### src/rtl/hps_cmd_bridge.sv
`default_nettype none
// ============================================================================
// Module      : hps_cmd_bridge
// Description : Command/status bridge between the HPS PIO pair and the
//               coprocessor core. Decodes a start-edge command word from the
//               data_in PIO, issues it on a valid/ready channel, collects the
//               core response and publishes done/busy/error/opcode/result on
//               the data_out PIO.
//               Optional build macro: HPS_CMD_BRIDGE_TIMEOUT_EN enables a
//               response timeout of TIMEOUT_CYCLES cycles.
// Revision    : 1.0 - initial release
// ============================================================================
module hps_cmd_bridge #(
  parameter int TIMEOUT_CYCLES = 4096
) (
  input  logic        clk_clk,
  input  logic        reset,
  input  logic [31:0] pio_cmd_in,
  output logic [31:0] pio_status_out,
  output logic        cmd_valid,
  input  logic        cmd_ready,
  output logic [3:0]  cmd_opcode,
  output logic [23:0] cmd_operand,
  input  logic        rsp_valid,
  output logic        rsp_ready,
  input  logic [23:0] rsp_data
);

  typedef enum logic [1:0] {
    S_IDLE     = 2'd0,
    S_ISSUE    = 2'd1,
    S_WAIT_RSP = 2'd2,
    S_DONE     = 2'd3
  } state_t;

  state_t      r_state;
  state_t      w_state_next;
  logic [31:0] r_in_q;
  logic        r_start_prev;
  logic        w_start_edge;
  logic [3:0]  r_opcode;
  logic [3:0]  w_opcode;
  logic [23:0] r_operand;
  logic [23:0] w_operand;
  logic [23:0] r_result;
  logic [23:0] w_result;
  logic        r_done;
  logic        w_done;
  logic        r_error;
  logic        w_error;
  logic        r_busy;
  logic        r_cmd_valid;
  logic        r_rsp_ready;
  logic        w_timeout_hit;
  logic [2:0]  w_unused_rsvd;

  // Capture the PIO word and remember the previous start bit for edge detect.
  // in_q[31] resets high together with start_prev so that a start bit held
  // through reset release never looks like a fresh request.
  always_ff @(posedge clk_clk or posedge reset) begin
    if (reset) begin
      r_in_q       <= 32'h8000_0000;
      r_start_prev <= 1'b1;
    end else begin
      r_in_q       <= pio_cmd_in;
      r_start_prev <= r_in_q[31];
    end
  end

  assign w_start_edge  = r_in_q[31] & ~r_start_prev;
  assign w_unused_rsvd = r_in_q[26:24];

`ifdef HPS_CMD_BRIDGE_TIMEOUT_EN
  localparam int                 c_CNT_W   = $clog2(TIMEOUT_CYCLES);
  localparam logic [c_CNT_W-1:0] c_CNT_MAX = c_CNT_W'(TIMEOUT_CYCLES - 1);

  logic [c_CNT_W-1:0] r_tmo_cnt;
  logic               w_tmo_active;

  assign w_tmo_active = (r_state == S_ISSUE) || (r_state == S_WAIT_RSP);

  // Outstanding-command age: cleared on ISSUE entry, counts while busy.
  always_ff @(posedge clk_clk or posedge reset) begin
    if (reset) begin
      r_tmo_cnt <= '0;
    end else if ((r_state == S_IDLE) && (w_state_next == S_ISSUE)) begin
      r_tmo_cnt <= '0;
    end else if (w_tmo_active) begin
      r_tmo_cnt <= r_tmo_cnt + c_CNT_W'(1);
    end
  end

  assign w_timeout_hit = w_tmo_active && (r_tmo_cnt == c_CNT_MAX);
`else
  // Without the timeout the bridge waits forever and error stays 0.
  localparam int c_unused_timeout_cycles = TIMEOUT_CYCLES;
  assign w_timeout_hit = 1'b0;
`endif

  // Next-state and next-status decode; a real response beats the timeout.
  always_comb begin
    w_state_next = r_state;
    w_opcode     = r_opcode;
    w_operand    = r_operand;
    w_result     = r_result;
    w_done       = r_done;
    w_error      = r_error;
    case (r_state)
      S_IDLE: begin
        if (w_start_edge) begin
          w_opcode     = r_in_q[30:27];
          w_operand    = r_in_q[23:0];
          w_result     = 24'h0;
          w_done       = 1'b0;
          w_error      = 1'b0;
          w_state_next = S_ISSUE;
        end
      end
      S_ISSUE: begin
        if (w_timeout_hit) begin
          w_result     = 24'h0;
          w_done       = 1'b1;
          w_error      = 1'b1;
          w_state_next = S_DONE;
        end else if (r_cmd_valid && cmd_ready) begin
          w_state_next = S_WAIT_RSP;
        end
      end
      S_WAIT_RSP: begin
        if (r_rsp_ready && rsp_valid) begin
          w_result     = rsp_data;
          w_done       = 1'b1;
          w_state_next = S_DONE;
        end else if (w_timeout_hit) begin
          w_result     = 24'h0;
          w_done       = 1'b1;
          w_error      = 1'b1;
          w_state_next = S_DONE;
        end
      end
      S_DONE: begin
        if (!r_in_q[31]) begin
          w_state_next = S_IDLE;
        end
      end
      default: begin
        w_state_next = S_IDLE;
      end
    endcase
  end

  // State register.
  always_ff @(posedge clk_clk or posedge reset) begin
    if (reset) begin
      r_state <= S_IDLE;
    end else begin
      r_state <= w_state_next;
    end
  end

  // Latched command/status and registered handshake outputs.
  always_ff @(posedge clk_clk or posedge reset) begin
    if (reset) begin
      r_opcode    <= 4'h0;
      r_operand   <= 24'h0;
      r_result    <= 24'h0;
      r_done      <= 1'b0;
      r_error     <= 1'b0;
      r_busy      <= 1'b0;
      r_cmd_valid <= 1'b0;
      r_rsp_ready <= 1'b0;
    end else begin
      r_opcode    <= w_opcode;
      r_operand   <= w_operand;
      r_result    <= w_result;
      r_done      <= w_done;
      r_error     <= w_error;
      r_busy      <= (w_state_next == S_ISSUE) || (w_state_next == S_WAIT_RSP);
      r_cmd_valid <= (w_state_next == S_ISSUE);
      r_rsp_ready <= (w_state_next == S_WAIT_RSP);
    end
  end

  assign cmd_valid      = r_cmd_valid;
  assign rsp_ready      = r_rsp_ready;
  assign cmd_opcode     = r_opcode;
  assign cmd_operand    = r_operand;
  assign pio_status_out = {r_done, r_busy, r_error, 1'b0, r_opcode, r_result};

endmodule
`default_nettype wire
### config.mk
export PLATFORM = sky130hd
export DESIGN_NAME = hps_cmd_bridge
export DESIGN_NICKNAME = d
export VERILOG_FILES = /design/src/rtl/hps_cmd_bridge.sv
export SDC_FILE = /design/constraint.sdc
export NUM_CORES = 1
export LEC_CHECK = 0
export ABC_AREA = 1
export CAP_MARGIN = 20
export CORE_UTILIZATION = 44
export DETAILED_ROUTE_END_ITERATION = 12
export PLACE_DENSITY = 0.81
export SYNTH_ARGS = -nofsm -noshare
export SYNTH_HDL_FRONTEND = slang
export SYNTH_SLANG_ARGS = --single-unit
### constraint.sdc
create_clock -name clk_clk -period 3.7 [get_ports clk_clk]
set_clock_uncertainty 0.15 [all_clocks]
set_input_delay 0.74 -clock clk_clk [delete_from_list [all_inputs] [get_ports clk_clk]]
set_output_delay 0.74 -clock clk_clk [all_outputs]
set_load 0.01 [all_outputs]
* Word-level counts from Yosys, hierarchy flattened
Cells that the tools add are included.
** Word-level totals
- Bits in registers :: 91
- Bits of input ports :: 60
- Output and inout port bits :: 62
- Word-level logic and storage cells :: 37
** Cells by class
- Eq/ne operators :: 7
- Multiplexer cells :: 11
- Bitwise operators :: 2
- Reductions and logical operators :: 7
** Operators by type and width (count)
- 24-bit two-way mux :: 2
- 24-bit one-hot mux with 2 select lines :: 1
- 2-bit two-way mux :: 4
- 2-bit one-hot mux with 4 select lines :: 1
- 2-bit equality test, second input constant :: 3
- 2-bit by 1-bit equality test with 1-bit output, second input constant :: 2
- 2-bit != test, second input constant :: 2
- 3-bit AND reduction :: 1
- 1-bit logical AND :: 2
- 2-bit logical NOT :: 1
- 1-bit two-way mux :: 2
- 1-bit one-hot mux with 2 select lines :: 1
- 2-bit AND reduction :: 1
- 2-bit nonzero test :: 1
- 1-bit bitwise AND :: 1
- 1-bit logical OR :: 1
- 1-bit NOT :: 1

* Logic depth before layout (Yosys ltp)
- Depth after elaboration :: 6
- Depth in mapped cells :: 8
- Gate-level depth less buffers :: 7

* Worst setup path after synthesis
OpenSTA, ideal clock, no wires.
- Kind :: in2reg
- Start :: input rsp_valid
- End :: register r_busy
- Setup time :: 0.113 ns
- Arrival time :: 1.428 ns
- Data required time :: 3.437 ns
- Setup slack :: 2.009 ns
- Stages on the path :: 6
- Path buffers :: 0
- Cells stage by stage :: nand2_1 nor2_8 nor2_1 nand3_1 ha_1 inv_1
** On the way
- Word-level cells in the longest chain between the ends :: 5
- Elaborated cells between the ends (all ways) :: 6
- Classes of those cells :: 2 x eq/ne; 2 x mux; 2 x reduce/logical
** RTL lines
- start, declared :: RTL line 24 : input logic rsp_valid,
- 1-bit logical AND (*) :: RTL line 130 : if (r_rsp_ready && rsp_valid) begin
- 2-bit two-way mux (*) :: RTL line 130
- 2-bit one-hot mux with 4 select lines (*) :: RTL line 108 : case (r_state)
- 2-bit by 1-bit equality test with 1-bit output or 2-bit equality test (tied branches) :: RTL line 178 : r_busy <= (w_state_next == S_ISSUE) || (w_state_next == S_WAIT_RSP);
- 1-bit logical OR (*) :: RTL line 178
- end signal, assigned :: RTL line 178
- end, declared :: RTL line 51 : logic r_busy;
Every way passes the cells marked *; elsewhere a longest branch is shown, timed or not.
A chain may end at the register's enable or synchronous reset.

* Worst setup path after layout
- Start :: register r_opcode[3], in the netlist cmd_opcode[3]
- End :: output pio_status_out[27]
** RTL lines
- start, declared :: RTL line 41 : logic [3:0] r_opcode;
- start signal, assigned :: RTL line 173 : r_opcode <= w_opcode;
- end, declared :: RTL line 19 : output logic [31:0] pio_status_out,
No word-level cell between the ends.

==> flow_metrics.py <==
metrics = {
    "critical_path": {
        "required_ns": 2.81,
        "path_max_fanout": 3,
        "path_cells": "clkdlybuf4s50_1",
        "path_buf_inv": 1,
        "critPathTopFamily": "buffers and inverters",
        "critPathKind": "reg -> out",
        "start_kind": "register",
        "endpoint_kind": "output port",
        "critical_path.max_stage_delay_ns": 0.55,
        "worstPathArrival_ns": 1.27,
        "slowest_stage": "clkdlybuf4s50_1",
    },
    "timing": {
        "min_period_ns": 2.16,
        "fin_crit_sh_pct": 58.3,
        "hold_viol": 0,
        "slew_viol_final": 0,
        "timing.fmax_ghz": 0.464,
        "setup_viol": 0,
        "rsz0062_at_grt": "no",
        "max_slew_margin_pct": 50.4,
        "tightest_slew_ns": 0.744,
        "finalSetupTns_ns": 0,
    },
    "place": {
        "gp_congestion": 0.718,
        "place_area_sq_um": 4390,
        "numPortBuffers": 116,
        "dp_hpwl_mm": 4.40,
    },
    "cts": {
        "cts_tree": "built",
        "clkLatencyLatePin_ns": 0.34,
        "clk_pin_slew_ns": 0.08,
        "post_cts_buffers": 0,
        "postCtsHoldBufs": 0,
        "numCtsBuffers": 9,
        "cts-root-buf": "clkbuf_8",
        "cts.repair.resized": 0,
        "cts_buffer_depth": 2,
        "h-tree-depth": 3,
        "clock_sinks": 88,
    },
    "drt": {
        "vias": 2320,
        "drc_errors": 0,
        "dr.pass1.iters": 4,
        "ant_nets": 0,
        "first_iter_violations": 82,
        "drt-wirelength-per-cell_um": 12.7,
        "vias_per_cell": 4.57,
        "wirelength_mm": 6.46,
    },
    "global_routing": {
        "grt_overflow": 0,
        "grt_max_degree": 48,
        "grt_pass1_vias": 2267,
        "grt_pass1_wl_mm": 9.99,
        "antenna_found_initial": 0,
        "grt_usage_pct": 17.1,
    },
    "logic_synthesis": {
        "ys_seq_area_share_pct": 67.5,
        "synth-seq-cells": 88,
        "synth-edff-count": 0,
        "synth_cells": 294,
        "synthFlopType": "dfrtp_1",
        "syn_avg_cell_area_sq_um": 11.1,
        "syn_area_sq_um": 3260,
        "async_flop_share_pct": 100,
        "synth.distinct_cells": 18,
        "synth.yosys.warnings": 0,
    },
    "floorplan": {
        "die_y_um": 88.1,
        "start_util_pct": 45.2,
        "core_area_sq_um": 7210,
        "row_count": 31,
        "dieArea_sq_um": 7770,
        "ios": 122,
        "die_w_um": 88.1,
    },
    "final_layout": {
        "num_antenna_cells": 0,
        "final_common_cell": "nand2_1",
        "nNetsFinal": 465,
        "drive_above_1_share_pct": 11.0,
        "fin_area_sq_um": 4610,
        "layout_common_cells": "139 x nand2_1, 116 x clkdlybuf4s50_1, 86 x dfrtp_1",
        "utilization_pct": 63.9,
        "areaGrowthSynthToFinish_pct": 41.2,
    },
    "status": {
        "status": "finished, final reports clean",
    },
    "flow_run": {
        "drv_cap": 0,
    },
    "pwr": {
        "ir_drop_v": 0.000352,
        "p_leak_nw": 2.22,
        "powerDensity_nw_per_um2": 681,
    },
    "hold_path": {
        "hp-class": "reg -> reg",
    },
}
-- registers in the layout (all words and copies together) (netlist names) --
signal	cells
cmd_opcode	4
cmd_operand	24
cmd_valid	1
r_busy	1
r_done	1
r_in_q	29
r_result	24
r_start_prev	1
r_state	2
rsp_ready	1
-- power by group --
part | leakage (nW) | switching, mW | total, mW | internal, mW
clock network | 0.106 | 0.314 | 0.712 | 0.398
registers | 1.10 | 0.155 | 1.37 | 1.21
logic | 1.01 | 0.478 | 1.06 | 0.583
-- cell type report --
| cell class | instances | area [sq um] |
|---|---|---|
| multi-input combinational | 179 | 838 |
| clock buffer | 11 | 141 |
| clock inverter | 5 | 80.1 |
| sequential | 88 | 2200 |
| fill | 565 | 2600 |
| tap | 99 | 124 |
| timing repair buffer | 118 | 1190 |
| inverter | 8 | 33.8 |
-- stage by stage --
stage	worst slack (ns)	hold slack (ns)	power, mW	instances
finish	1.54	0.240	3.14	508
global route	1.48	0.244	3.32	508
CTS	1.52	0.243	3.18	508
detailed placement	1.31	0.226	2.45	492
global placement	1.33	0.224	2.41	492
floorplan	0.535	0.216	1.89	295
-- cell usage after synthesis (2+ instances only) --
| library cell | number | area (sq um) |
|---|---|---|
| buf_12 | 2 | 40.0 |
| buf_2 | 2 | 10.0 |
| buf_4 | 10 | 75.1 |
| buf_6 | 6 | 67.6 |
| dfrtp_1 | 86 | 2150 |
| dfstp_2 | 2 | 52.6 |
| inv_1 | 6 | 22.5 |
| nand2_1 | 139 | 522 |
| nand2_2 | 2 | 12.5 |
| nand3_1 | 7 | 35.0 |
| nand3_2 | 20 | 200 |
| nor2_1 | 5 | 18.8 |
| o21ai_0 | 2 | 10.0 |
-- routing by layer --
layer | share of wire (%) | routed length [um] | up-vias | GRT usage (%)
met1 | 42 | 2690 | 1105 | 19.4
li1 | - | - | 1114 | -
met4 | 0.85 | 55 | 0 | 6.60
met5 | 0 | 0 | - | 0
met3 | 8.2 | 529 | 6 | 6.22
met2 | 49 | 3190 | 95 | 29.6
-- cells by family after synthesis --
| group | Yosys count | synth area share (%) |
|---|---|---|
| compound gates | 2 | 0.307 |
| fa+ha+maj | 1 | 0.383 |
| buf+inv | 28 | 6.90 |
| flops | 88 | 67.5 |
| other cells | 1 | 0.115 |
| simple gates | 174 | 24.8 |
-- worst paths after layout --
check,from,to,slack [ns],depth (start not counted)
max in group asynchronous,reset,cmd_operand[4],2.03,3
hold / removal,r_in_q[31],r_start_prev,0.24,0
setup / recovery,cmd_opcode[3],pio_status_out[27],1.54,1
min in group asynchronous,reset,r_result[1],0.67,2
setup reg to reg,r_in_q[31],cmd_operand[14],1.69,6
hold reg to reg,r_in_q[31],r_start_prev,0.24,0
Note: power is estimated with default switching activity, not from simulation.
